File: src/rtl/display_pkg.sv
// Shared glyph table and BCD/hex to 7-segment lookup for the display scanner.
package display_pkg;

    typedef logic [6:0] seg_t;

    // Segment and decimal-point drive level that lights an element.
    localparam logic SEG_ON = 1'b0;

    localparam seg_t SEG_0     = 7'b0000001;
    localparam seg_t SEG_1     = 7'b1001111;
    localparam seg_t SEG_2     = 7'b0010010;
    localparam seg_t SEG_3     = 7'b0000110;
    localparam seg_t SEG_4     = 7'b1001100;
    localparam seg_t SEG_5     = 7'b0100100;
    localparam seg_t SEG_6     = 7'b0100000;
    localparam seg_t SEG_7     = 7'b0001111;
    localparam seg_t SEG_8     = 7'b0000000;
    localparam seg_t SEG_9     = 7'b0000100;
    localparam seg_t SEG_A     = 7'b0001000;
    localparam seg_t SEG_B     = 7'b1100000;
    localparam seg_t SEG_C     = 7'b0110001;
    localparam seg_t SEG_D     = 7'b1000010;
    localparam seg_t SEG_E     = 7'b0110000;
    localparam seg_t SEG_F     = 7'b0111000;
    localparam seg_t SEG_BLANK = 7'b1111111;

    function automatic seg_t bcd_to_seg(input logic [3:0] code, input logic hex_en);
        seg_t res;
        case (code)
            4'h0:    res = SEG_0;
            4'h1:    res = SEG_1;
            4'h2:    res = SEG_2;
            4'h3:    res = SEG_3;
            4'h4:    res = SEG_4;
            4'h5:    res = SEG_5;
            4'h6:    res = SEG_6;
            4'h7:    res = SEG_7;
            4'h8:    res = SEG_8;
            4'h9:    res = SEG_9;
            4'hA:    res = hex_en ? SEG_A : SEG_BLANK;
            4'hB:    res = hex_en ? SEG_B : SEG_BLANK;
            4'hC:    res = hex_en ? SEG_C : SEG_BLANK;
            4'hD:    res = hex_en ? SEG_D : SEG_BLANK;
            4'hE:    res = hex_en ? SEG_E : SEG_BLANK;
            4'hF:    res = hex_en ? SEG_F : SEG_BLANK;
            default: res = SEG_BLANK;
        endcase
        return res;
    endfunction

endpackage

File: src/rtl/seg7_glyph.sv
// Combinational glyph lookup for one digit, with a forced-blank override.
module seg7_glyph
    import display_pkg::*;
#(
    parameter int HEX_EN = 0
) (
    input  logic [3:0] code,
    input  logic       blank_digit,
    output seg_t       seg
);

    always_comb begin
        seg = blank_digit ? SEG_BLANK : bcd_to_seg(code, HEX_EN != 0);
    end

endmodule

File: src/rtl/bcd_display_scanner.sv
// Time-multiplexed N-digit 7-segment scanner with double-buffered frames,
// leading-zero blanking and a dead-time slot before each digit lights.
module bcd_display_scanner
    import display_pkg::*;
#(
    parameter int N_DIGITS = 4,
    parameter int SCAN_DIV = 50000,
    parameter int HEX_EN   = 0,
    parameter int LZB_EN   = 1
) (
    input  logic                  clk,
    input  logic                  rst_n,
    input  logic                  load,
    input  logic [4*N_DIGITS-1:0] digits_in,
    input  logic [N_DIGITS-1:0]   dp_in,
    input  logic                  blank,
    output logic [6:0]            seg,
    output logic                  dp,
    output logic [N_DIGITS-1:0]   an,
    output logic                  frame_start
);

    localparam int CW = $clog2(SCAN_DIV);
    localparam int IW = $clog2(N_DIGITS);
    localparam logic [CW-1:0] CNT_MAX = CW'(SCAN_DIV - 1);
    localparam logic [IW-1:0] IDX_MAX = IW'(N_DIGITS - 1);

    logic [CW-1:0]         cnt_q, cnt_d;
    logic [IW-1:0]         idx_q, idx_d;
    logic [4*N_DIGITS-1:0] act_dig_q, act_dig_d, pend_dig_q, pend_dig_d;
    logic [N_DIGITS-1:0]   act_dp_q, act_dp_d, pend_dp_q, pend_dp_d;
    logic                  pend_valid_q, pend_valid_d;
    seg_t                  seg_q;
    logic                  dp_q, fs_q;
    logic [N_DIGITS-1:0]   an_q, an_d;

    logic                  slot_end, wrap;
    logic [N_DIGITS-1:0]   lz_blank;
    logic                  all_zero;
    logic [3:0]            cur_code;
    logic                  cur_blank, cur_dp;
    seg_t                  glyph;

    always_comb begin
        slot_end = (cnt_q == CNT_MAX);
        wrap     = slot_end && (idx_q == IDX_MAX);
        cnt_d    = slot_end ? '0 : cnt_q + 1'b1;
        idx_d    = idx_q;
        if (slot_end) begin
            idx_d = (idx_q == IDX_MAX) ? '0 : idx_q + 1'b1;
        end

        // A load in the wrap cycle still lands in pending and waits a frame.
        act_dig_d    = act_dig_q;
        act_dp_d     = act_dp_q;
        if (wrap && pend_valid_q) begin
            act_dig_d = pend_dig_q;
            act_dp_d  = pend_dp_q;
        end
        pend_dig_d   = load ? digits_in : pend_dig_q;
        pend_dp_d    = load ? dp_in : pend_dp_q;
        pend_valid_d = load || (pend_valid_q && !wrap);
    end

    // Blank digit i>0 when it and every more significant digit are zero.
    always_comb begin
        lz_blank = '0;
        all_zero = 1'b1;
        for (int i = N_DIGITS - 1; i >= 0; i--) begin
            all_zero    = all_zero && (act_dig_d[4*i +: 4] == 4'h0);
            lz_blank[i] = (LZB_EN != 0) && (i > 0) && all_zero;
        end
    end

    always_comb begin
        cur_code  = '0;
        cur_blank = 1'b0;
        cur_dp    = 1'b0;
        an_d      = '1;
        for (int i = 0; i < N_DIGITS; i++) begin
            if (idx_d == IW'(i)) begin
                cur_code  = act_dig_d[4*i +: 4];
                cur_blank = lz_blank[i];
                cur_dp    = act_dp_d[i];
                if (!blank && (cnt_d != '0)) begin
                    an_d[i] = 1'b0;
                end
            end
        end
    end

    seg7_glyph #(
        .HEX_EN(HEX_EN)
    ) u_glyph (
        .code       (cur_code),
        .blank_digit(cur_blank),
        .seg        (glyph)
    );

    // Outputs are registered from next-state so the cnt==0 slot is dark
    // while seg/dp already switch to the upcoming digit.
    always_ff @(posedge clk) begin
        if (!rst_n) begin
            cnt_q        <= '0;
            idx_q        <= '0;
            act_dig_q    <= '0;
            act_dp_q     <= '0;
            pend_dig_q   <= '0;
            pend_dp_q    <= '0;
            pend_valid_q <= 1'b0;
            seg_q        <= SEG_BLANK;
            dp_q         <= ~SEG_ON;
            an_q         <= '1;
            fs_q         <= 1'b0;
        end else begin
            cnt_q        <= cnt_d;
            idx_q        <= idx_d;
            act_dig_q    <= act_dig_d;
            act_dp_q     <= act_dp_d;
            pend_dig_q   <= pend_dig_d;
            pend_dp_q    <= pend_dp_d;
            pend_valid_q <= pend_valid_d;
            seg_q        <= glyph;
            dp_q         <= cur_dp ? SEG_ON : ~SEG_ON;
            an_q         <= an_d;
            fs_q         <= (cnt_d == '0) && (idx_d == '0);
        end
    end

    assign seg         = seg_q;
    assign dp          = dp_q;
    assign an          = an_q;
    assign frame_start = fs_q;

endmodule

File: config.mk
export PLATFORM = sky130hd
export DESIGN_NAME = bcd_display_scanner
export DESIGN_NICKNAME = d
export VERILOG_FILES = /design/src/rtl/display_pkg.sv /design/src/rtl/seg7_glyph.sv /design/src/rtl/bcd_display_scanner.sv
export SDC_FILE = /design/constraint.sdc
export NUM_CORES = 1
export LEC_CHECK = 0
export CAP_MARGIN = 5
export CELL_PAD_IN_SITES_DETAIL_PLACEMENT = 1
export CELL_PAD_IN_SITES_GLOBAL_PLACEMENT = 1
export CORE_ASPECT_RATIO = 1.25
export CORE_UTILIZATION = 43
export DETAILED_ROUTE_END_ITERATION = 10
export PLACE_DENSITY = 0.83
export SETUP_SLACK_MARGIN = 0.1
export SLEW_MARGIN = 20
export SYNTH_ARGS = -nofsm -noshare
export SYNTH_HDL_FRONTEND = slang
export SYNTH_HIERARCHICAL = 1
export SYNTH_SLANG_ARGS = --single-unit
File: constraint.sdc
create_clock -name clk -period 4.7 [get_ports clk]
set_clock_uncertainty 0.05 [all_clocks]
set_input_delay 0.94 -clock clk [delete_from_list [all_inputs] [get_ports clk]]
set_output_delay 0.94 -clock clk [all_outputs]
set_load 0.05 [all_outputs]
* Yosys cells after proc, flatten, opt, wreduce, memory -nomap -nowiden
Memories as Yosys holds them, arrays and structs flattened. A register that Yosys moved wholly into a read port is not among the register bits. Index checks and enable logic that the tools add are counted.
Storage, ports and cells: register bits 65, bits in read-only memories 112, input bits 24, output and inout port bits 13, logic and storage cells 61, memories 1
Memory list:
- (no name shown) | depth 16, bits a word 7, read ports 1, clocked after Yosys merged registers in 1, write ports 0, line display_pkg.sv:29 | case (code)
Operators by class: $add $sub $neg 2, eq/ne operators 5, muxes and demuxes 18, bitwise gates (word level) 1, reductions and logical operators 21
Operators with widths (count):
- 16-bit two-way mux | 2
- 4-bit two-way mux | 5
- 16-bit by 1-bit adder with 16-bit output (second input constant) | 1
- 16-bit equality test (second input constant) | 1
- 16-bit logical NOT | 1
- 16-bit nonzero test | 1
- 4-bit logical NOT | 3
- 1-bit two-way mux | 9
- 2-bit AND reduction | 4
- 1-bit logical AND | 7
- 2-bit equality test (second input constant) | 3
- 2-bit two-way mux | 2
- 2-bit by 1-bit adder with 2-bit output (second input constant) | 1
- 2-bit by 1-bit equality test with 1-bit output (second input constant) | 1
- 1-bit logical NOT | 2
- 2-bit logical NOT | 1
- 2-bit OR reduction | 1
- 1-bit logical OR | 1
- 1-bit inverter | 1

* Depth between registers and ports, before layout
Gate-level depths: netlist (run 1).
word-level depth 11, gate-level depth with buffers 15, depth with buffers taken out 13

* Hierarchy
Netlist (run 1), hierarchy kept.
By module, submodules not included:
- bcd_display_scanner | times used 1, cells each 363, area each 3271.9 um^2, seq. area each 1441.4 um^2
- seg7_glyph | times used 1, cells each 33, area each 235.2 um^2, seq. area each 0.0 um^2

* Least setup slack after synthesis (run 1)
Ideal clock, no wire load.
kind register -> register, from reg cnt_q[10], to reg seg_q[4], in the netlist seg[4], setup time 126 ps, arrival 3146 ps, required time 4524 ps, path slack 1378 ps, cell stages (with the launch flop) 14, buffers on the path 2, clock period less this slack 3322 ps, cells stage by stage dfxtp_1 > or4_1 > or4_1 > buf_6 > mux2i_4 > buf_6 > mux2_1 > o21ai_1 > o21ai_1 > ha_1 > nor2b_1 > o22ai_1 > nand2b_1 > nand2b_1
On the way: elaborated cells on any way between the ends 22, those cells by class eq/ne (4); mux (9); reduce/logical (9)
RTL lines:
- start, declared | line bcd_display_scanner.sv:28 | logic [CW-1:0] cnt_q, cnt_d;
- start signal, assigned | line bcd_display_scanner.sv:116 | cnt_q <= cnt_d;
- 16-bit equality test * | line bcd_display_scanner.sv:45 | slot_end = (cnt_q == CNT_MAX);
- 1-bit logical AND | line bcd_display_scanner.sv:46 | wrap = slot_end && (idx_q == IDX_MAX);
- 1-bit logical AND | line bcd_display_scanner.sv:56 | if (wrap && pend_valid_q) begin
- 16-bit two-way mux | line bcd_display_scanner.sv:56
- 4-bit two-way mux (3 in series) | line bcd_display_scanner.sv:81 | if (idx_d == IW'(i)) begin
- 4-bit two-way mux * | line bcd_display_scanner.sv:81
- net cur_code[1] | line bcd_display_scanner.sv:40 | logic [3:0] cur_code;
- end, declared | line bcd_display_scanner.sv:33 | seg_t seg_q;
The timed path passes the listed nets; every way through them passes the cells marked *. A chain may end at the register's enable or synchronous reset.

* Final worst setup path (run 1)
from reg cnt_q[0], to reg seg_q[3], in the netlist seg[3]
Same word-level chain as after synthesis.

==> results.tsv, run 1 <==
metric	value	unit
status	finished clean	
min-delay worst type	flop to flop	
Clk pwr share	39.0	%
detailed-placement wirelength estimate	5820	um
Comb pwr share	7.0	%
initial antenna violation count	0	
launch point of the critical path	cnt_q[0]$_SDFF_PN0_	
Worst path slowest cell	or4_1	
sequential fraction of design power	54.0	%
Post-DRT Antenna Nets	0	
cts repair resizes	0	
TritonRoute pass-1 iters	4	
Buffers & Inverters on Critical Path	1	
Worst Setup Path Type	flop to flop	
crit share post-route	85.4	%
Internal	902	uW
Die ar.	0.00852	mm^2
Vias	2891	
row count	36	
most used cell, CP	ha_1	
Util after Layout	52.4	%
r2r startpoint	cnt_q[0]$_SDFF_PN0_	
DR vias/cell	5.48	
Clock Tree Buf Depth	2	
cell family with most CP delay	simple AND/OR/NAND/NOR gates	
die extent in x	82.8	um
WL/cell	15.5	um
Core Area	0.00784	mm^2
RSZ-0062 raised after global routing	false	
Yosys cell types	51	
peak supply drop	0.000226	V
Worst slew margin	48.1	%
Final Critical Period	4020	ps
layout cells sized above 1	8.08	%
Sw Share	23.7	%
ANT cells	0	
vias in the first global route	2861	
Worst Hold Launch	act_dp_q[2]$_SDFF_PN0_	
leading register cell type out of synthesis	dfxtp_1	
Die H	103	um
htree depth	3	
Clock transition at path regs	80	ps
Syn-to-layout area delta	17.1	%
cell taking the most area after synthesis	dfxtp_1	
total power	1.18	mW
Post-Syn Area per Cell	8.86	um^2
Post-synth EDFFs	0	
first-pass GRT wire length	13700	um
WP data arrival	4210	ps
fmax	249	MHz
commonest non-fill, non-tap cell in the layout	dfxtp_1	
maxcap violations	0	
CP Max Fanout	13	
register area share after synthesis	41.1	%
Synth area leaders	dfxtp_1, mux2i_1, nand2_1, nor2b_1, a21boi_0	
Num CTS Buffers	9	
Clock Sinks	72	
YS warnings	6	
Post-CTS Setup Bufs	0	
effective utilization at floorplan	44.7	%
DRC	0	
Syn Inst Count	396	
largest net degree at the start of global routing	36	
Worst-Skew Late Latency	360	ps
share of flip-flops with an asynchronous set or reset	0	%
GPL Wtd Cong	0.878	
cell area power density	288	mW/mm^2
synthesized cell area	0.00351	mm^2
leakage	1.54	nW
most frequent cells in the layout	dfxtp_1, nand2_1, clkdlybuf4s50_1	
share of the synthesized area in the top cell type	41.1	%
Setup Total Neg Slack	0	ps
grt ovf	0	
I/O pin count	37	
Initial DRC Count	82	
#FFs+latches synth	72	
# setup viols final	0	
Port Buf Inserts	36	
CP Data Required Time	4890	ps
Max stage delay on crit path	830	ps
max-slew violation count	0	
critical path cell sequence	ha_1 -> nand4_1 -> or4_1 -> mux2i_4 -> mux2_2 -> o21ai_0 -> o21ai_1 -> inv_1 -> ha_1 -> nor3b_2 -> a21oi_1 -> nand2b_1	
final wirelength	8170	um
CP startpoint kind	flop	
Worst Max-Slew Pin Slew	776	ps
Final nets	459	
Final Hold Viols	0	
Fill cells	954	
Switching Power	281	uW
CTS tree	built	
post-synth net total	427	
Worst Setup End Kind	flop	
Clock Tree Root	clkbuf_8	
Global Route Usage Sum	21.3	%
Post-CTS Hold Buffers	0	
## worst register-to-register path, stage by stage (launching register included)
cell	delay, ps
dfxtp_1	410
ha_1	270
nand4_1	280
or4_1	830
mux2i_4	480
mux2_2	230
o21ai_0	80
o21ai_1	380
inv_1	150
ha_1	350
nor3b_2	180
a21oi_1	50
nand2b_1	140
## power groups by stage
stage	combinational, mW	sequential, mW	clock [mW]
3_5_place_dp	0.0834	0.653	0
4_1_cts	0.0837	0.639	0.476
3_3_place_gp	0.0828	0.652	0
5_1_grt	0.0905	0.641	0.499
6_report	0.0824	0.639	0.462
2_1_floorplan	0.0395	0.660	0
## area by class of cell
type | count | area (um^2) | share of cell area [%]
Clock inverter | 3 | 15.0 | 0.366
Clock buffer | 13 | 169 | 4.11
Timing Repair Buffer | 41 | 393 | 9.56
Tap cell | 95 | 119 | 2.89
Sequential cell | 72 | 1440 | 35.1
Inverter | 6 | 22.5 | 0.548
Multi-Input combinational cell | 298 | 1950 | 47.4
## through the flow
step | hold slack, ps | area [um^2] | setup WS (ps) | std cells
3_3_place_gp | 403 | 3920 | 839 | 512
4_1_cts | 421 | 4100 | 549 | 528
3_5_place_dp | 410 | 3920 | 608 | 512
6_report | 427 | 4110 | 685 | 528
5_1_grt | 450 | 4110 | 287 | 528
2_1_floorplan | 384 | 3510 | 1380 | 396
## logic make-up after synthesis
group	count (synthesis)	share of synthesized area (%)
flip-flops	72	41.1
multiplexers	36	11.0
buffers and inverters	26	3.50
XOR/XNOR	18	4.50
AND/OR/NAND/NOR	171	25.3
AO/OA/AOI/OAI	66	12.2
adder cells (fa/ha/maj)	7	2.50
## path summary, 6_finish.rpt
kind	end	slack [ps]	depth (start not counted)
max	seg[3]$_SDFF_PN1_	680	12
min	act_dp_q[2]$_SDFF_PN0_	430	2
max reg2reg	seg[3]$_SDFF_PN1_	680	12
min reg2reg	act_dp_q[2]$_SDFF_PN0_	430	2
## state kept, by name, indices dropped and copies added, names as in the netlist
register / count
act_dig_q: 16
cnt_q: 16
pend_dig_q: 16
seg: 7
act_dp_q: 4
an: 4
pend_dp_q: 4
idx_q: 2
dp: 1
frame_start: 1
pend_valid_q: 1
## cells in the mapped netlist (7+ instances only)
master / n
o21ai_0: 12
ha_1: 7
nand2_1: 54
clkbuf_1: 13
mux2i_1: 26
xor2_1: 10
a21oi_1: 9
nor2b_1: 27
a21boi_0: 15
nor2_1: 26
nor4_1: 9
nand3_1: 9
xnor2_1: 8
dfxtp_1: 72
nand2b_1: 12
o21ai_1: 8
## routing by layer
| metal | wire (um) | global-route usage [%] | vias up |
|---|---|---|---|
| li1 | - | - | 1429 |
| met1 | 3750 | 26.2 | 1405 |
| met2 | 4020 | 35.2 | 45 |
| met3 | 240 | 4.87 | 12 |
| met4 | 155 | 9.02 | 0 |
| met5 | 0 | 0 | - |
(Power assumes the default switching activity.)
==> run 2: changes to the inputs <==
--- a/config.mk
+++ b/config.mk
@@ -9,10 +9,9 @@
 export CELL_PAD_IN_SITES_DETAIL_PLACEMENT = 1
 export CELL_PAD_IN_SITES_GLOBAL_PLACEMENT = 1
 export CORE_ASPECT_RATIO = 1.25
-export CORE_UTILIZATION = 43
+export CORE_UTILIZATION = 46
 export DETAILED_ROUTE_END_ITERATION = 10
-export PLACE_DENSITY = 0.83
-export SETUP_SLACK_MARGIN = 0.1
+export PLACE_DENSITY = 0.88
 export SLEW_MARGIN = 20
 export SYNTH_ARGS = -nofsm -noshare
 export SYNTH_HDL_FRONTEND = slang
==> constraint.sdc (replaced) <==
create_clock -name clk -period 4.9 [get_ports clk]
set_clock_uncertainty 0.05 [all_clocks]
set_input_delay 0.98 -clock clk [delete_from_list [all_inputs] [get_ports clk]]
set_output_delay 0.98 -clock clk [all_outputs]
set_load 0.05 [all_outputs]
==> run 2 against run 1 <==
  * Largest cell class unchanged
  * Hold slack worse by 11 ps
  * Register-to-register slack better by 160 ps
  * Sequential share of layout area unchanged
  * Worst setup slack better by 160 ps
==> results.tsv, run 2 (synthesized netlist as in run 1, its figures left out) <==
metric	value	unit	change
Worst Hold Launch	act_dp_q[3]$_SDFF_PN0_		
initial antenna violation count	0		unchanged
CP Max Fanout	13		unchanged
Die H	99.6	um	-3.2%
Fill cells	880		-7.8%
DR vias/cell	5.54		+1.2%
Worst-Skew Late Latency	350	ps	about the same
maxcap violations	0		unchanged
Final Hold Viols	0		unchanged
Core Area	0.00736	mm^2	-6.1%
Setup Total Neg Slack	0	ps	unchanged
fmax	247	MHz	-0.89%
ANT cells	0		unchanged
Final Critical Period	4050	ps	+35.9 ps
status	finished clean		
Syn-to-layout area delta	17.1	%	unchanged
launch point of the critical path	cnt_q[0]$_SDFF_PN0_		
DRC	0		unchanged
Clock Tree Buf Depth	2		unchanged
min-delay worst type	flop to flop		
CP Data Required Time	5090	ps	+200 ps
CP startpoint kind	flop		
cell area power density	280	mW/mm^2	-2.8%
row count	35		-2.8%
Worst Setup End Kind	flop		
commonest non-fill, non-tap cell in the layout	dfxtp_1		
max-slew violation count	0		unchanged
largest registers	act_dig_q x16, cnt_q x16, pend_dig_q x16		
final wirelength	8380	um	+2.6%
Die ar.	0.00798	mm^2	-6.4%
TritonRoute pass-1 iters	4		unchanged
GPL Wtd Cong	0.861		-2.0%
Clock transition at path regs	80	ps	about the same
cts repair resizes	0		unchanged
Num CTS Buffers	9		unchanged
Vias	2908		+0.59%
die extent in x	80.1	um	-3.2%
Worst slew margin	46.2	%	-1.9 points
detailed-placement wirelength estimate	6010	um	+3.4%
Post-CTS Hold Buffers	0		unchanged
I/O pin count	37		unchanged
# setup viols final	0		unchanged
most frequent cells in the layout	dfxtp_1, nand2_1, clkdlybuf4s50_1		
Global Route Usage Sum	22.9	%	+1.6 points
first-pass GRT wire length	14300	um	+4.4%
effective utilization at floorplan	47.7	%	+2.9 points
largest net degree at the start of global routing	46		+28%
Final nets	459		unchanged
Initial DRC Count	122		+49%
total power	1.15	mW	-2.8%
Post-DRT Antenna Nets	0		unchanged
WP data arrival	4240	ps	+30 ps
WL/cell	16.0	um	+3.2%
Clock Tree Root	clkbuf_8		
vias in the first global route	3019		+5.5%
Clock Sinks	72		unchanged
Worst Max-Slew Pin Slew	802	ps	+25.9 ps
crit share post-route	82.7	%	-2.8 points
r2r startpoint	cnt_q[0]$_SDFF_PN0_		
Port Buf Inserts	36		unchanged
leakage	1.53	nW	-0.46%
grt ovf	0		unchanged
Post-CTS Setup Bufs	0		unchanged
htree depth	3		unchanged
Worst Setup Path Type	flop to flop		
layout cells sized above 1	8.08	%	unchanged
RSZ-0062 raised after global routing	false		
CTS tree	built		
peak supply drop	0.000186	V	-18%
==> run 2: final timing paths <==
check                           endpoint  slack, ps  cells after the start
hold / removal    act_dp_q[3]$_SDFF_PN0_        420                      2
setup / recovery       seg[3]$_SDFF_PN1_        850                     12
hold reg to reg   act_dp_q[3]$_SDFF_PN0_        420                      2
setup reg to reg       seg[3]$_SDFF_PN1_        850                     12
==> run 2: layout make-up <==
type	count	area, um^2	area share [%]
multi-input combinational	298	1950	47.4
sequential	72	1440	35.1
timing repair buffer	41	393	9.56
clock buffer	10	128	3.11
tap	92	115	2.80
clock inverter	6	60.1	1.46
inverter	6	22.5	0.548
==> run 2: metal layers <==
metal | global-route usage (%) | up-vias | routed length, um
met1 | 28.1 | 1407 | 3810
met2 | 37.5 | 54 | 4100
met3 | 3.49 | 23 | 200
met5 | 0 | - | 0
li1 | - | 1424 | -
met4 | 14.0 | 0 | 279
==> run 2: report_power, final <==
part | switching [mW] | internal, mW | total [mW]
clock | 0.225 | 0.232 | 0.458
sequential | 0.0131 | 0.600 | 0.614
combinational | 0.0374 | 0.0420 | 0.0794
total | 0.276 | 0.875 | 1.15
==> run 2: per-stage QoR <==
step                utilization, %  setup slack, ps  area [um^2]  hold WS [ps]  instances
floorplan                        -             1580         3510           384        396
global placement              53.3             1020         3920           401        509
detailed placement            53.3              658         3920           409        509
CTS                           55.8              614         4110           419        525
global route                  55.8              435         4110           436        525
finish                        55.8              849         4110           416        525
==> run 2: critical path, stage by stage, from the launching register on <==
cell	delay (ps)
dfxtp_1	410
ha_1	270
nand4_1	280
or4_1	820
mux2i_4	490
mux2_2	240
o21ai_0	80
o21ai_1	440
inv_1	180
ha_1	340
nor3b_2	160
a21oi_1	50
nand2b_1	140
==> run 3: changes to the inputs <==
--- a/config.mk
+++ b/config.mk
@@ -9,9 +9,9 @@
 export CELL_PAD_IN_SITES_DETAIL_PLACEMENT = 1
 export CELL_PAD_IN_SITES_GLOBAL_PLACEMENT = 1
 export CORE_ASPECT_RATIO = 1.25
-export CORE_UTILIZATION = 46
+export CORE_UTILIZATION = 39
 export DETAILED_ROUTE_END_ITERATION = 10
-export PLACE_DENSITY = 0.88
+export PLACE_DENSITY = 0.8
 export SLEW_MARGIN = 20
 export SYNTH_ARGS = -nofsm -noshare
 export SYNTH_HDL_FRONTEND = slang
==> constraint.sdc (replaced) <==
create_clock -name clk -period 3.38 [get_ports clk]
set_clock_uncertainty 0.05 [all_clocks]
set_input_delay 0.676 -clock clk [delete_from_list [all_inputs] [get_ports clk]]
set_output_delay 0.676 -clock clk [all_outputs]
set_load 0.05 [all_outputs]
==> run 3 against run 2 <==
  * Non-clock buffer count increased by 35
  * Routed wire length grew 13%
  * Sequential power grew 44%
  * Via count up 6.4%
  * Sequential share of layout area is 3.2 points lower
  * Critical path type unchanged
  * Largest power group unchanged
  * Core utilization down 3.9 points
==> results.tsv, run 3 (synthesized netlist as in run 1, its figures left out) <==
metric	value	unit	change
status	finished clean		
Worst slew margin	53.4	%	+7.2 points
Worst path slowest cell	or4_4		
detailed-placement wirelength estimate	6580	um	+9.5%
htree depth	3		unchanged
peak supply drop	0.000296	V	+59%
Max stage delay on crit path	570	ps	-250 ps
critical path cell sequence	or3b_2 -> or4_4 -> mux2i_4 -> buf_6 -> mux2_1 -> o21ai_2 -> o21ai_4 -> inv_2 -> ha_2 -> nor3b_2 -> a21oi_1 -> nand2b_1		
ANT cells	0		unchanged
DR vias/cell	5.26		-5.0%
fmax	302	MHz	+22%
Worst Setup Path Type	flop to flop		
Initial DRC Count	86		-30%
Die ar.	0.00938	mm^2	+18%
cell family with most CP delay	simple AND/OR/NAND/NOR gates		
WL/cell	16.1	um	+1.0%
Port Buf Inserts	36		unchanged
max-slew violation count	0		unchanged
Core Area	0.00870	mm^2	+18%
final wirelength	9490	um	+13%
vias in the first global route	3257		+7.9%
Util after Layout	52.0	%	-3.9 points
GPL Wtd Cong	0.905		+5.1%
# setup viols final	0		unchanged
CP Max Fanout	6		-7
crit share post-route	98.1	%	+15 points
first-pass GRT wire length	15400	um	+7.9%
Global Route Usage Sum	21.4	%	-1.5 points
CTS tree	built		
Clock Tree Buf Depth	2		unchanged
I/O pin count	37		unchanged
initial antenna violation count	0		unchanged
Worst Max-Slew Pin Slew	692	ps	-110 ps
grt ovf	0		unchanged
leakage	1.73	nW	+13%
WP data arrival	3570	ps	-670 ps
Die H	108	um	+8.4%
maxcap violations	0		unchanged
Worst Setup End Kind	flop		
Post-DRT Antenna Nets	0		unchanged
TritonRoute pass-1 iters	6		+2
CP startpoint kind	flop		
Worst-Skew Late Latency	370	ps	+20 ps
Clock Sinks	72		unchanged
largest net degree at the start of global routing	37		-20%
DRC	0		unchanged
Clock Tree Root	clkbuf_8		
cell area power density	378	mW/mm^2	+35%
effective utilization at floorplan	40.3	%	-7.4 points
Post-CTS Hold Buffers	0		unchanged
CP Data Required Time	3630	ps	-1460 ps
Buffers & Inverters on Critical Path	2		+1
Vias	3094		+6.4%
total power	1.71	mW	+49%
Final nets	494		+7.6%
min-delay worst type	flop to flop		
Syn-to-layout area delta	28.9	%	
die extent in x	86.8	um	+8.4%
Clock transition at path regs	80	ps	about the same
Final Critical Period	3320	ps	-736 ps
largest registers	act_dig_q x16, cnt_q x16, pend_dig_q x16		
row count	38		+8.6%
Final Hold Viols	0		unchanged
most frequent cells in the layout	dfxtp_1, nand2_1, buf_4		
Num CTS Buffers	9		unchanged
commonest non-fill, non-tap cell in the layout	dfxtp_1		
layout cells sized above 1	19.0	%	+11 points
run 3: cell types whose count changed in the layout (fill, tap and decap cells not counted), moves of 3 or more:
| cell | change |
|---|---|
| o21ai_0 | -4 |
| buf_4 | +34 |
| o21ai_2 | +3 |
| o21ai_4 | +3 |
| ha_2 | +3 |
| ha_1 | -3 |
run 3: area by class of cell:
type,count,area [um^2]
fillers,1040,4180
multi-input cells,298,2040
flip-flops and latches,72,1440
repair buffers,76,664
well taps,120,150
clock buffers,11,141
clock inverters,5,56.3
inverters,6,22.5
run 3: worst min-delay path, delay by kind of cell (launching register included):
kind	cells	cell delay [ps]
and+or+nand+nor	1	60
DFF	1	320
AOI/OAI and AO/OA	1	50
run 3: metrics by stage:
step | area, um^2 | instances | worst slack (ps) | TNS (ps) | hold slack, ps
global route | 4520 | 588 | -75.4 | -333 | 452
global placement | 4190 | 568 | 2.55 | 0 | 405
CTS | 4420 | 586 | 13.8 | 0 | 424
floorplan | 3510 | 396 | 57.7 | 0 | 384
detailed placement | 4190 | 568 | -176 | -963 | 415
finish | 4520 | 588 | 64.9 | 0 | 421
run 3: final timing paths:
kind                                  end  cells past startpoint                    start  slack [ps]
setup reg to reg        seg[3]$_SDFF_PN1_                     12      cnt_q[4]$_SDFF_PN0_          60
hold / removal    act_dig_q[8]$_SDFF_PN0_                      2  act_dig_q[8]$_SDFF_PN0_         420
hold reg to reg   act_dig_q[8]$_SDFF_PN0_                      2  act_dig_q[8]$_SDFF_PN0_         420
setup / recovery        seg[3]$_SDFF_PN1_                     12      cnt_q[4]$_SDFF_PN0_          60
run 3: power breakdown:
group	internal [mW]	switching, mW
clock network	0.360	0.339
logic	0.0662	0.0592
registers	0.870	0.0151
total	1.30	0.413
run 3: what timing repair did:
action,4_1_cts,5_1_grt
resized for setup,8,22
pin swaps,1,5
endpoints found under the setup margin,7,7
buffers inserted,2,2
run 3: routing by layer:
metal / vias up / GRT usage [%] / part of all wire (%) / routed length (um)
li1: 1501 / - / - / -
met1: 1510 / 22.7 / 40 / 3770
met2: 61 / 38.9 / 54 / 5140
met3: 22 / 5.42 / 3.0 / 283
met4: 0 / 10.5 / 3.0 / 283
met5: - / 0 / 0 / 0
